File: src/rtl/hawk_pkg.sv
// Shared Hawk drive definitions: geometry limits, seek FSM encoding and address check.
// Used by hawk_drive_model and the DSK-side command generator.
package hawk_pkg;

  localparam int unsigned HAWK_MAX_CYL = 407;
  localparam int unsigned HAWK_SECTORS = 16;
  localparam int unsigned HAWK_CYL_W   = 9;

  typedef enum logic [1:0] {
    IDLE   = 2'd0,
    MOVE   = 2'd1,
    SETTLE = 2'd2,
    ERROR  = 2'd3
  } hawk_seek_state_t;

  function automatic logic hawk_cyl_legal(input logic [HAWK_CYL_W-1:0] cyl);
    return (cyl <= 9'(HAWK_MAX_CYL));
  endfunction

endpackage

File: src/rtl/hawk_rotation.sv
// Free-running platter rotation: sector counter, sector/index pulses and sector address.
// The sector address is loaded on the same edge the pulse rises so it is stable across it.
module hawk_rotation
  import hawk_pkg::*;
#(
  parameter int unsigned CLK_PER_SECTOR   = 62500,
  parameter int unsigned SECTOR_PULSE_LEN = 40
) (
  input  logic       clk,
  input  logic       rst,
  output logic       hawk_sector,
  output logic       hawk_index,
  output logic [4:0] hawk_sa
);

  localparam int unsigned CW = (CLK_PER_SECTOR > 1) ? $clog2(CLK_PER_SECTOR) : 1;
  localparam logic [CW-1:0] CNT_LAST  = CW'(CLK_PER_SECTOR - 1);
  localparam logic [CW-1:0] PULSE_END = CW'(SECTOR_PULSE_LEN);
  localparam logic [CW-1:0] CNT_ONE   = CW'(1);

  logic [CW-1:0] r_cnt;
  logic [3:0]    r_secnum;
  logic          r_sector;
  logic          r_index;
  logic [4:0]    r_sa;

  // Rotation counter, sector number and pulse registers
  always_ff @(posedge clk or posedge rst) begin
    if (rst) begin
      r_cnt    <= '0;
      r_secnum <= 4'd0;
      r_sector <= 1'b0;
      r_index  <= 1'b0;
      r_sa     <= 5'd0;
    end else begin
      if (r_cnt == CNT_LAST) begin
        r_cnt    <= '0;
        r_secnum <= r_secnum + 4'd1;
      end else begin
        r_cnt <= r_cnt + CNT_ONE;
      end
      if (r_cnt == '0) begin
        r_sector <= 1'b1;
        r_index  <= (r_secnum == 4'd0);
        r_sa     <= {1'b0, r_secnum};
      end else if (r_cnt == PULSE_END) begin
        r_sector <= 1'b0;
        r_index  <= 1'b0;
      end else begin
        r_sector <= r_sector;
        r_index  <= r_index;
      end
    end
  end

  assign hawk_sector = r_sector;
  assign hawk_index  = r_index;
  assign hawk_sa     = r_sa;

endmodule

File: config.mk
export PLATFORM = sky130hd
export DESIGN_NAME = hawk_rotation
export DESIGN_NICKNAME = d
export VERILOG_FILES = /design/src/rtl/hawk_pkg.sv /design/src/rtl/hawk_rotation.sv
export SDC_FILE = /design/constraint.sdc
export NUM_CORES = 1
export LEC_CHECK = 0
export BUFFER_PORTS_ARGS = -buffer_cell sky130_fd_sc_hd__clkbuf_2
export CAP_MARGIN = 40
export CORE_MARGIN = 5
export CORE_UTILIZATION = 50
export CTS_CLUSTER_SIZE = 28
export DETAILED_ROUTE_END_ITERATION = 10
export PLACE_DENSITY = 0.71
export SYNTH_ARGS = -nofsm -noshare
export SYNTH_HDL_FRONTEND = slang
export SYNTH_SLANG_ARGS = --single-unit
File: constraint.sdc
create_clock -name clk -period 2.7 [get_ports clk]
set_input_delay 0.135 -clock clk [delete_from_list [all_inputs] [get_ports clk]]
set_output_delay 0.135 -clock clk [all_outputs]
set_load 0.02 [all_outputs]
==> results.ini, run 1 <==
[clock_network]
cts_sinks=26
h-tree-depth=1
postCtsSetupBuffers=0
cts_resized=0
clk_latency_ns=0.32
cts_tree=yes
cts_hold_buf=1
cts_made_buffers=3
clockBufferDepth=2
clockRootBuffer=clkbuf_4
clk_pin_slew_worst_paths_ns=0.14

[critical_path]
r2r_cells=6
worstPathMaxFanout=5
crit_start=r_cnt[0]$_DFF_PP0_
r2r_slack_ns=0.41
r2r-start=r_cnt[0]$_DFF_PP0_
required_ns=2.92
startpoint_type=flip-flop
r2r-end=hawk_sa[2]$_DFFE_PP0P_
critPathKind=flip-flop to flip-flop
cp-end-kind=flip-flop
critPathArrivalTime_ns=2.51

[global_route]
grt_max_degree=17
gr-usage-all-layers=0.135
grt_pass1_vias=833
grt_pass1_wl_um=3700
overflow=0
antenna_found_initial=0

[power]
intPower_w=0.000475
clkPwrFrac=0.328
p_comb_frac=0.021
seq_power_share=0.651
p_sw_w=0.000123
p_total_w=0.000598
p_leak_nw=0.644
netSwitchingFraction=0.205
irDropWorstVdd_v=0.000323
power.density_nw_per_um2=428

[timing]
worst_pin_slew_ns=0.608
setup_tns_ns=0
rsz0062_at_grt=no
drv_slew=0
min_period_over_period=0.848
max_freq_mhz=437
finClkSkew_ns=0.00147
hold_viol_final=0
setup_viol=0
period_minus_slack_ns=2.29
finalWorstSetupSlack_ns=0.411
slew-limit-headroom=0.589

[job]
maxCapViolations=0

[synthesis]
avgSynthCellArea_um2=10.9
synth_top_family_by_area=simple AND/OR/NAND/NOR gates
ys_types=30
synth_compound_area_frac=0.0417
synth.area.mux_share=0.0466
ys_ff_latch=26
synthSimpleGateAreaFrac=0.211
synth_cells=118
synth_area_um2=1290
synthAdderAreaFrac=0.0388
synth_fp_nets=124
synth_warnings=0
ys_seq_area_frac=0.505
synth_xor_area_frac=0.102

[layout]
mostFrequentLayoutCells=dfrtp_1, xnor2_1, nor2_1
synthToLayoutAreaGrowth_pct=8.35
multiInputGateArea_um2=571
final_common_cell=dfrtp_1
regArea_um2=651
n_antenna_cell=0
fin_nets=133
drive_gt1_frac=0.175
fill_cells=216

[placement]
dp_slack_ns=0.486
portBuffers=7
gp_congestion=0.770
hpwl_um=1730

[die]
start_util=0.520
dieArea_um2=3690
die-height_um=60.8
rows=18
core_area_um2=2480
boundaryPins=9
die_x_um=60.8

[route]
finalWirelength_um=2280
drc_errors=0
vias=852
drt_iter0_drc=23
wl_per_cell_um=14.6
drt_pre_antenna_iters=4
drtAntennaViolNets=0
vias_per_cell=5.46

[run_status]
status=complete, no violations

[hold_path]
hold_class=primary input to asynchronous set/reset pin

==> critical path, stage by stage (launching register included) <==
cell and delay (ns):
dfrtp_1 0.44, inv_1 0.10, ha_1 0.15, nor4b_1 0.51, nand4b_4 0.16, or3_1 0.47, mux2_4 0.35
==> cells by family (layout without fill, tap and decap cells) <==
family          after synthesis  after routing
compound gates                8              8
fa+ha+maj                     4              4
xor+xnor                     15             15
other cells                   1              1
buf+inv                      14             22
simple gates                 46             46
flops                        26             26
mux                           4              4
==> Yosys cell counts (all sizes together) <==
| cell | number | area (µm²) |
|---|---|---|
| nor4b | 1 | 8.76 |
| nand4b | 1 | 23.8 |
| or4 | 3 | 26.3 |
| nand2 | 6 | 22.5 |
| nand4 | 7 | 43.8 |
| o21ai | 5 | 25.0 |
| nor4 | 3 | 25.0 |
| inv | 7 | 26.3 |
| nand3 | 6 | 30.0 |
| nor3 | 2 | 10.0 |
| and3 | 1 | 6.26 |
| a41o | 1 | 10.0 |
| a21bo | 1 | 10.0 |
| conb | 1 | 3.75 |
| or3 | 2 | 12.5 |
| clkbuf | 2 | 7.51 |
| ha | 4 | 50.1 |
| dfrtp | 26 | 651 |
| nor2b | 1 | 6.26 |
| mux2 | 4 | 60.1 |
| a311oi | 1 | 8.76 |
| nand3b | 2 | 15.0 |
| xor2 | 4 | 35.0 |
| nor2 | 11 | 41.3 |
| xnor2 | 11 | 96.3 |
| buf | 5 | 33.8 |
==> power by group through the flow <==
stage	Sequential (W)	Clock (W)	Combinational (W)
floorplan	0.000397	0	0.00000810
global placement	0.000397	0	0.00000936
detailed placement	0.000397	0	0.0000124
CTS	0.000389	0.000204	0.0000136
global route	0.000390	0.000216	0.0000149
finish	0.000389	0.000196	0.0000127
==> per-layer routing <==
layer / GRT usage / vias to the layer above / part of all wire / routed length [µm]
met3: 0.0191 / 4 / 0.031 / 71
met1: 0.174 / 419 / 0.48 / 1090
met5: 0 / - / 0 / 0
met2: 0.226 / 10 / 0.47 / 1070
met4: 0.0557 / 0 / 0.017 / 39
li1: - / 419 / - / -
==> flip-flops by register name, summed over array words and instances (netlist names) <==
register     count
hawk_sa          4
hawk_sector      1
r_secnum         4
hawk_index       1
r_cnt           16
==> how the worst max path moves through the flow <==
stage          cells past startpoint                endpoint
2_1_floorplan                      7  hawk_sa[0]$_DFFE_PP0P_
3_3_place_gp                       6  hawk_sa[0]$_DFFE_PP0P_
3_5_place_dp                       6  hawk_sa[2]$_DFFE_PP0P_
4_1_cts                            6  hawk_sa[2]$_DFFE_PP0P_
5_1_grt                            6  hawk_sa[3]$_DFFE_PP0P_
6_report                           6  hawk_sa[2]$_DFFE_PP0P_
==> final cells by class <==
type / count / share of cell area
Sequential cell: 26 / 0.466
Clock buffer: 4 / 0.0260
Multi-Input combinational cell: 78 / 0.409
Inverter: 7 / 0.0188
Tap cell: 30 / 0.0269
Timing Repair Buffer: 11 / 0.0538
==> metrics by stage <==
step	std cells	cell area [µm²]	hold WS [ns]	utilization
floorplan	118	1290	0.175	-
global placement	150	1340	0.364	0.539
detailed placement	151	1350	0.159	0.545
CTS	156	1400	0.357	0.564
global route	156	1400	0.378	0.564
finish	156	1400	0.341	0.564
(Power assumes the default switching activity.)
==> inputs of run 2 (changes only) <==
--- a/config.mk
+++ b/config.mk
@@ -11,7 +11,7 @@
 export CORE_UTILIZATION = 50
 export CTS_CLUSTER_SIZE = 28
 export DETAILED_ROUTE_END_ITERATION = 10
-export PLACE_DENSITY = 0.71
+export PLACE_DENSITY = 0.74
 export SYNTH_ARGS = -nofsm -noshare
 export SYNTH_HDL_FRONTEND = slang
 export SYNTH_SLANG_ARGS = --single-unit
==> constraint.sdc (replaced) <==
create_clock -name clk -period 1.95 [get_ports clk]
set_input_delay 0.0975 -clock clk [delete_from_list [all_inputs] [get_ports clk]]
set_output_delay 0.0975 -clock clk [all_outputs]
set_load 0.02 [all_outputs]
==> run 2 against run 1 <==
The flow now finishes with violations (setup timing). Utilization increased by 5.2 points. First-iteration DRC count is 39% higher. Cell count is 9.0% higher. Via count increased by 8.9%. Critical path type unchanged.
==> results.ini, run 2 (synthesized netlist as in run 1, its figures left out) <==
[timing]
setup_tns_ns=-0.0395  ; -0.0395 ns
hold_viol_final=0  ; unchanged
min_period_over_period=1.01  ; +0.163
period_minus_slack_ns=1.97  ; -0.318 ns
finalWorstSetupSlack_ns=-0.0211  ; -0.432 ns
timing.hold.ws_ns=0.347  ; +0.00509 ns
drv_slew=0  ; unchanged
finClkSkew_ns=0.00324  ; +0.00177 ns
rsz0062_at_grt=yes
setup_viol=4  ; +4
max_freq_mhz=507  ; +16%

[critical_path]
r2r_slack_ns=-0.02  ; -0.43 ns
r2r_cells=4  ; -2
r2r-end=hawk_sa[2]$_DFFE_PP0P_
r2r-start=r_cnt[6]$_DFF_PP0_
crit_slowest_cell=or4_4
worstPathMaxFanout=5  ; unchanged
cp-end-kind=flip-flop
path_delay_family=simple AND/OR/NAND/NOR gates
critPathArrivalTime_ns=2.18  ; -0.33 ns
crit_buf_inv=0  ; -1
startpoint_type=flip-flop
worstPathCellList=or4_4 > nand4b_4 > or3_4 > mux2_4
required_ns=2.16  ; -0.76 ns
cp_slowest_stage_delay_ns=0.56  ; +0.05 ns
critPathKind=flip-flop to flip-flop

[global_route]
grt_use_met3=0.0277  ; +0.00851
overflow=0  ; unchanged
grt_busiest_layer=met2
grt_pass1_wl_um=4140  ; +12%
met2_usage=0.269  ; +0.0427
grt_max_degree=27  ; +10
gr-usage-all-layers=0.149  ; +0.0138
grt_pass1_vias=993  ; +19%
antenna_found_initial=0  ; unchanged
grt_use_met1=0.171  ; -0.00357

[layout]
multiInputGateArea_um2=603  ; +5.7%
final_common_cell=dfrtp_1
mostFrequentLayoutCells=dfrtp_1, buf_4, xnor2_1, nor2_1
n_antenna_cell=0  ; unchanged
drive_gt1_frac=0.279  ; +0.104
design_area_um2=1520  ; +9.1%
fin_nets=148  ; +11%
fin_cells=170  ; +9.0%
regArea_um2=651  ; unchanged
largest_reg_flops=16  ; unchanged
synthToLayoutAreaGrowth_pct=18.3
fill_cells=214  ; -0.93%
top_register=r_cnt

[clock_network]
clockBufferDepth=2  ; unchanged
clk_pin_slew_worst_paths_ns=0.13  ; about the same
h-tree-depth=1  ; unchanged
clockRootBuffer=clkbuf_4
cts_made_buffers=3  ; unchanged
cts_sinks=26  ; unchanged
cts_tree=yes
clk_latency_ns=0.31  ; about the same

[die]
rows=18  ; unchanged
core_area_um2=2480  ; unchanged
boundaryPins=9  ; unchanged
dieArea_um2=3690  ; unchanged
start_util=0.520  ; unchanged
die_x_um=60.8  ; unchanged
die-height_um=60.8  ; unchanged

[placement]
dp_slack_ns=-0.0901  ; -0.576 ns
hpwl_um=1870  ; +8.3%
dpl.cell_count=162  ; +7.3%
portBuffers=7  ; unchanged
placed_area_um2=1430  ; +6.0%
gp_congestion=0.795  ; +3.3%

[route]
wl_per_cell_um=15.0  ; +2.6%
drt_iter0_drc=32  ; +39%
drc_errors=0  ; unchanged
vias=928  ; +8.9%
drt_pre_antenna_iters=4  ; unchanged
finalWirelength_um=2550  ; +12%
vias_per_cell=5.46  ; about the same
drtAntennaViolNets=0  ; unchanged

[run_status]
violations=setup timing
status=finished, violations left

[power]
p_leak_nw=0.721  ; +12%
netSwitchingFraction=0.207  ; +0.00165
seq_power_share=0.695  ; +0.044
p_comb_frac=0.020  ; about the same
p_sw_w=0.000160  ; +31%
irDropWorstVdd_v=0.000380  ; +18%
power.density_nw_per_um2=509  ; +19%
intPower_w=0.000615  ; +29%
clkPwrFrac=0.285  ; -0.043

[job]
maxCapViolations=0  ; unchanged

[hold_path]
hold_class=primary input to asynchronous set/reset pin

[run 2: cell types whose count changed in the layout (fill, tap and decap cells not counted), sizes merged]
cell	before	now
clkbuf	11	10
buf	3	18
[run 2: worst min-delay path: cells and delay by family]
family / cells / cell delay [ns]
buf+inv: 4 / 0.97
[run 2: area by class of cell]
| class | instances | share of cell area |
|---|---|---|
| Sequential cell | 26 | 0.427 |
| Multi-Input combinational cell | 78 | 0.396 |
| Timing Repair Buffer | 26 | 0.121 |
| Tap cell | 30 | 0.0246 |
| Inverter | 7 | 0.0172 |
| Clock buffer | 3 | 0.0148 |
[run 2: stage by stage]
stage	utilization	total power (W)
4_1_cts	0.599	0.000782
2_1_floorplan	-	0.000561
6_report	0.615	0.000775
3_3_place_gp	0.578	0.000564
5_1_grt	0.615	0.000804
3_5_place_dp	0.578	0.000564
[run 2: power groups by stage]
stage	Combinational, W	Clock [W]	Sequential (W)
after detailed placement	0.0000151	0	0.000549
after global routing	0.0000188	0.000246	0.000539
after floorplan	0.0000112	0	0.000549
after CTS	0.0000166	0.000226	0.000539
after global placement	0.0000146	0	0.000549
final	0.0000156	0.000221	0.000539
[run 2: layer usage]
metal	vias up	wire, µm
met5	-	0
met4	0	33
met3	4	96
met2	17	1370
met1	459	1050
li1	448	-
[run 2: how the worst max path moves through the flow]
| stage | start | end | slack, ns | cells past startpoint |
|---|---|---|---|---|
| 2_1_floorplan | r_cnt[8]$_DFF_PP0_ | hawk_sa[0]$_DFFE_PP0P_ | -0.06 | 6 |
| 3_3_place_gp | r_cnt[6]$_DFF_PP0_ | hawk_sa[1]$_DFFE_PP0P_ | -0.01 | 4 |
| 3_5_place_dp | r_cnt[0]$_DFF_PP0_ | hawk_sa[2]$_DFFE_PP0P_ | -0.09 | 6 |
| 4_1_cts | r_cnt[6]$_DFF_PP0_ | hawk_sa[2]$_DFFE_PP0P_ | -0.008 | 4 |
| 5_1_grt | r_cnt[2]$_DFF_PP0_ | r_secnum[3]$_DFFE_PP0N_ | -0.08 | 5 |
| 6_report | r_cnt[6]$_DFF_PP0_ | hawk_sa[2]$_DFFE_PP0P_ | -0.02 | 4 |
[run 2: what timing repair did]
action,4_1_cts,5_1_grt
hold endpoints to repair,26,0
pin swaps,0,2
hold buffers,1,0
setup endpoints to repair,4,6
buffers inserted,1,3
resized for setup,2,3
==> inputs of run 3 (changes only) <==
--- a/config.mk
+++ b/config.mk
@@ -7,11 +7,13 @@
 export LEC_CHECK = 0
 export BUFFER_PORTS_ARGS = -buffer_cell sky130_fd_sc_hd__clkbuf_2
 export CAP_MARGIN = 40
+export CELL_PAD_IN_SITES_DETAIL_PLACEMENT = 1
+export CELL_PAD_IN_SITES_GLOBAL_PLACEMENT = 2
 export CORE_MARGIN = 5
-export CORE_UTILIZATION = 50
+export CORE_UTILIZATION = 35
 export CTS_CLUSTER_SIZE = 28
 export DETAILED_ROUTE_END_ITERATION = 10
-export PLACE_DENSITY = 0.74
+export PLACE_DENSITY = 0.76
 export SYNTH_ARGS = -nofsm -noshare
 export SYNTH_HDL_FRONTEND = slang
 export SYNTH_SLANG_ARGS = --single-unit
==> run 3 against run 2 <==
The run now ends clean. Clock power grew 37%. Count of clock-buffer cells in the layout is the same. Critical path depth unchanged. Die area is 35% higher. Total power grew 10%. Wire length is 16% higher. Maximum frequency rose by 2.0%. Setup slack improved by 0.039 ns. Sequential cell count unchanged. Sequential power about the same. Critical path type unchanged. Largest cell class unchanged.
==> results.ini, run 3 (synthesized netlist as in run 1, its figures left out) <==
[timing]
setup_tns_ns=0  ; +0.0395 ns
min_period_over_period=0.991  ; -0.0200
timing.hold.ws_ns=0.411  ; +0.0646 ns
max_freq_mhz=518  ; +2.0%
period_minus_slack_ns=1.93  ; -0.0389 ns
setup_viol=0  ; -4
drv_slew=0  ; unchanged
hold_viol_final=0  ; unchanged
rsz0062_at_grt=yes
finClkSkew_ns=0.00463  ; +0.00139 ns

[layout]
multiInputGateArea_um2=628  ; +4.1%
final_util=0.448  ; -0.167
drive_gt1_frac=0.326  ; +0.0478
final_common_cell=dfrtp_1
largest_reg_flops=16  ; unchanged
fin_cells=192  ; +13%
fin_nets=152  ; +2.7%
synthToLayoutAreaGrowth_pct=25.4
top_register=r_cnt
regArea_um2=651  ; unchanged
fill_cells=401  ; +87%
n_antenna_cell=0  ; unchanged
mostFrequentLayoutCells=dfrtp_1, buf_4, xnor2_1, nor2_1

[global_route]
gr-usage-all-layers=0.127  ; -0.0213
grt_use_met3=0.0185  ; -0.00919
antenna_found_initial=0  ; unchanged
grt_busiest_layer=met2
grt_pass1_vias=1068  ; +7.6%
grt_max_degree=27  ; unchanged
grt_use_met1=0.150  ; -0.0213
grt_pass1_wl_um=5060  ; +22%
overflow=0  ; unchanged
met2_usage=0.241  ; -0.0277

[power]
p_total_w=0.000856  ; +10%
p_leak_nw=0.750  ; +4.0%
power.density_nw_per_um2=530  ; +4.1%
irDropWorstVdd_v=0.000197  ; -48%

[clock_network]
cts_sinks=26  ; unchanged
h-tree-depth=1  ; unchanged
clockBufferDepth=2  ; unchanged
cts_tree=yes
clk_latency_ns=0.26  ; -0.05 ns
clk_pin_slew_worst_paths_ns=0.09  ; -0.04 ns
cts_made_buffers=3  ; unchanged
clockRootBuffer=clkbuf_8

[route]
drtAntennaViolNets=0  ; unchanged
finalWirelength_um=2960  ; +16%
vias_per_cell=4.98  ; -8.7%
drt_pre_antenna_iters=2  ; -2
vias=957  ; +3.1%
drt_iter0_drc=40  ; +25%
drc_errors=0  ; unchanged
wl_per_cell_um=15.4  ; +2.9%

[critical_path]
worstPathMaxFanout=5  ; unchanged
critPathArrivalTime_ns=2.09  ; -0.09 ns
required_ns=2.10  ; -0.06 ns
startpoint_type=flip-flop
cp-end-kind=flip-flop
critPathKind=flip-flop to flip-flop

[placement]
gp_congestion=0.792  ; -0.33%
dpl.cell_count=182  ; +12%
hpwl_um=2120  ; +13%
portBuffers=7  ; unchanged

[die]
die-height_um=70.7  ; +16%
core_area_um2=3610  ; +46%
die_x_um=70.7  ; +16%
start_util=0.357  ; -0.163
dieArea_um2=5000  ; +35%
boundaryPins=9  ; unchanged
rows=22  ; +4

[job]
maxCapViolations=0  ; unchanged

[run_status]
status=complete, no violations

[hold_path]
hold_class=primary input to asynchronous set/reset pin

## run 3: path summary, 6_finish.rpt
| kind | depth (start not counted) | slack (ns) | startpoint | end |
|---|---|---|---|---|
| worst max-delay path | 4 | 0.02 | r_cnt[6]$_DFF_PP0_ | hawk_sa[1]$_DFFE_PP0P_ |
| worst min-delay path | 4 | 0.41 | rst | r_cnt[10]$_DFF_PP0_ |
| worst max register to register | 4 | 0.02 | r_cnt[6]$_DFF_PP0_ | hawk_sa[1]$_DFFE_PP0P_ |
| worst min register to register | 1 | 0.52 | hawk_sa[3]$_DFFE_PP0P_ | hawk_sa[3]$_DFFE_PP0P_ |
| max in group asynchronous | 4 | 1.29 | rst | r_cnt[5]$_DFF_PP0_ |
| min in group clk | 1 | 0.52 | hawk_sa[3]$_DFFE_PP0P_ | hawk_sa[3]$_DFFE_PP0P_ |
## run 3: critical path, stage by stage, from the launching register on
cell and delay (ns):
dfrtp_1 0.39, or4_4 0.54, nand4b_4 0.18, or3_4 0.39
mux2_4 0.31
## run 3: what timing repair did
action | 4_1_cts | 5_1_grt
hold buffers | 1 | 0
setup endpoints to repair | 8 | 6
hold endpoints to repair | 26 | 0
resized for setup | 3 | 7
setup buffers | 4 | 2
pin swaps | 1 | 1
## run 3: per-stage QoR
| stage | cell area (µm²) | setup WS (ns) |
|---|---|---|
| 6_report | 1620 | 0.0179 |
| 5_1_grt | 1620 | -0.0288 |
| 4_1_cts | 1570 | 0.00760 |
| 3_5_place_dp | 1470 | -0.0706 |
| 3_3_place_gp | 1470 | -0.0424 |
| 2_1_floorplan | 1300 | -0.0643 |
## run 3: power breakdown
group / internal (W) / switching (W)
combinational: 0.00000348 / 0.0000127
clock: 0.000138 / 0.000163
sequential: 0.000539 / 0
## run 3: area by class of cell
type | instances | area share
clock buffers | 3 | 0.0255
inverters | 7 | 0.0163
multi-input cells | 78 | 0.389
flip-flops and latches | 26 | 0.402
well taps | 48 | 0.0372
repair buffers | 30 | 0.130
## run 3: per-layer routing
metal	vias to the layer above	routed length [µm]
met5	-	0
met4	0	17
met3	2	68
met2	8	1620
met1	492	1250
li1	455	-
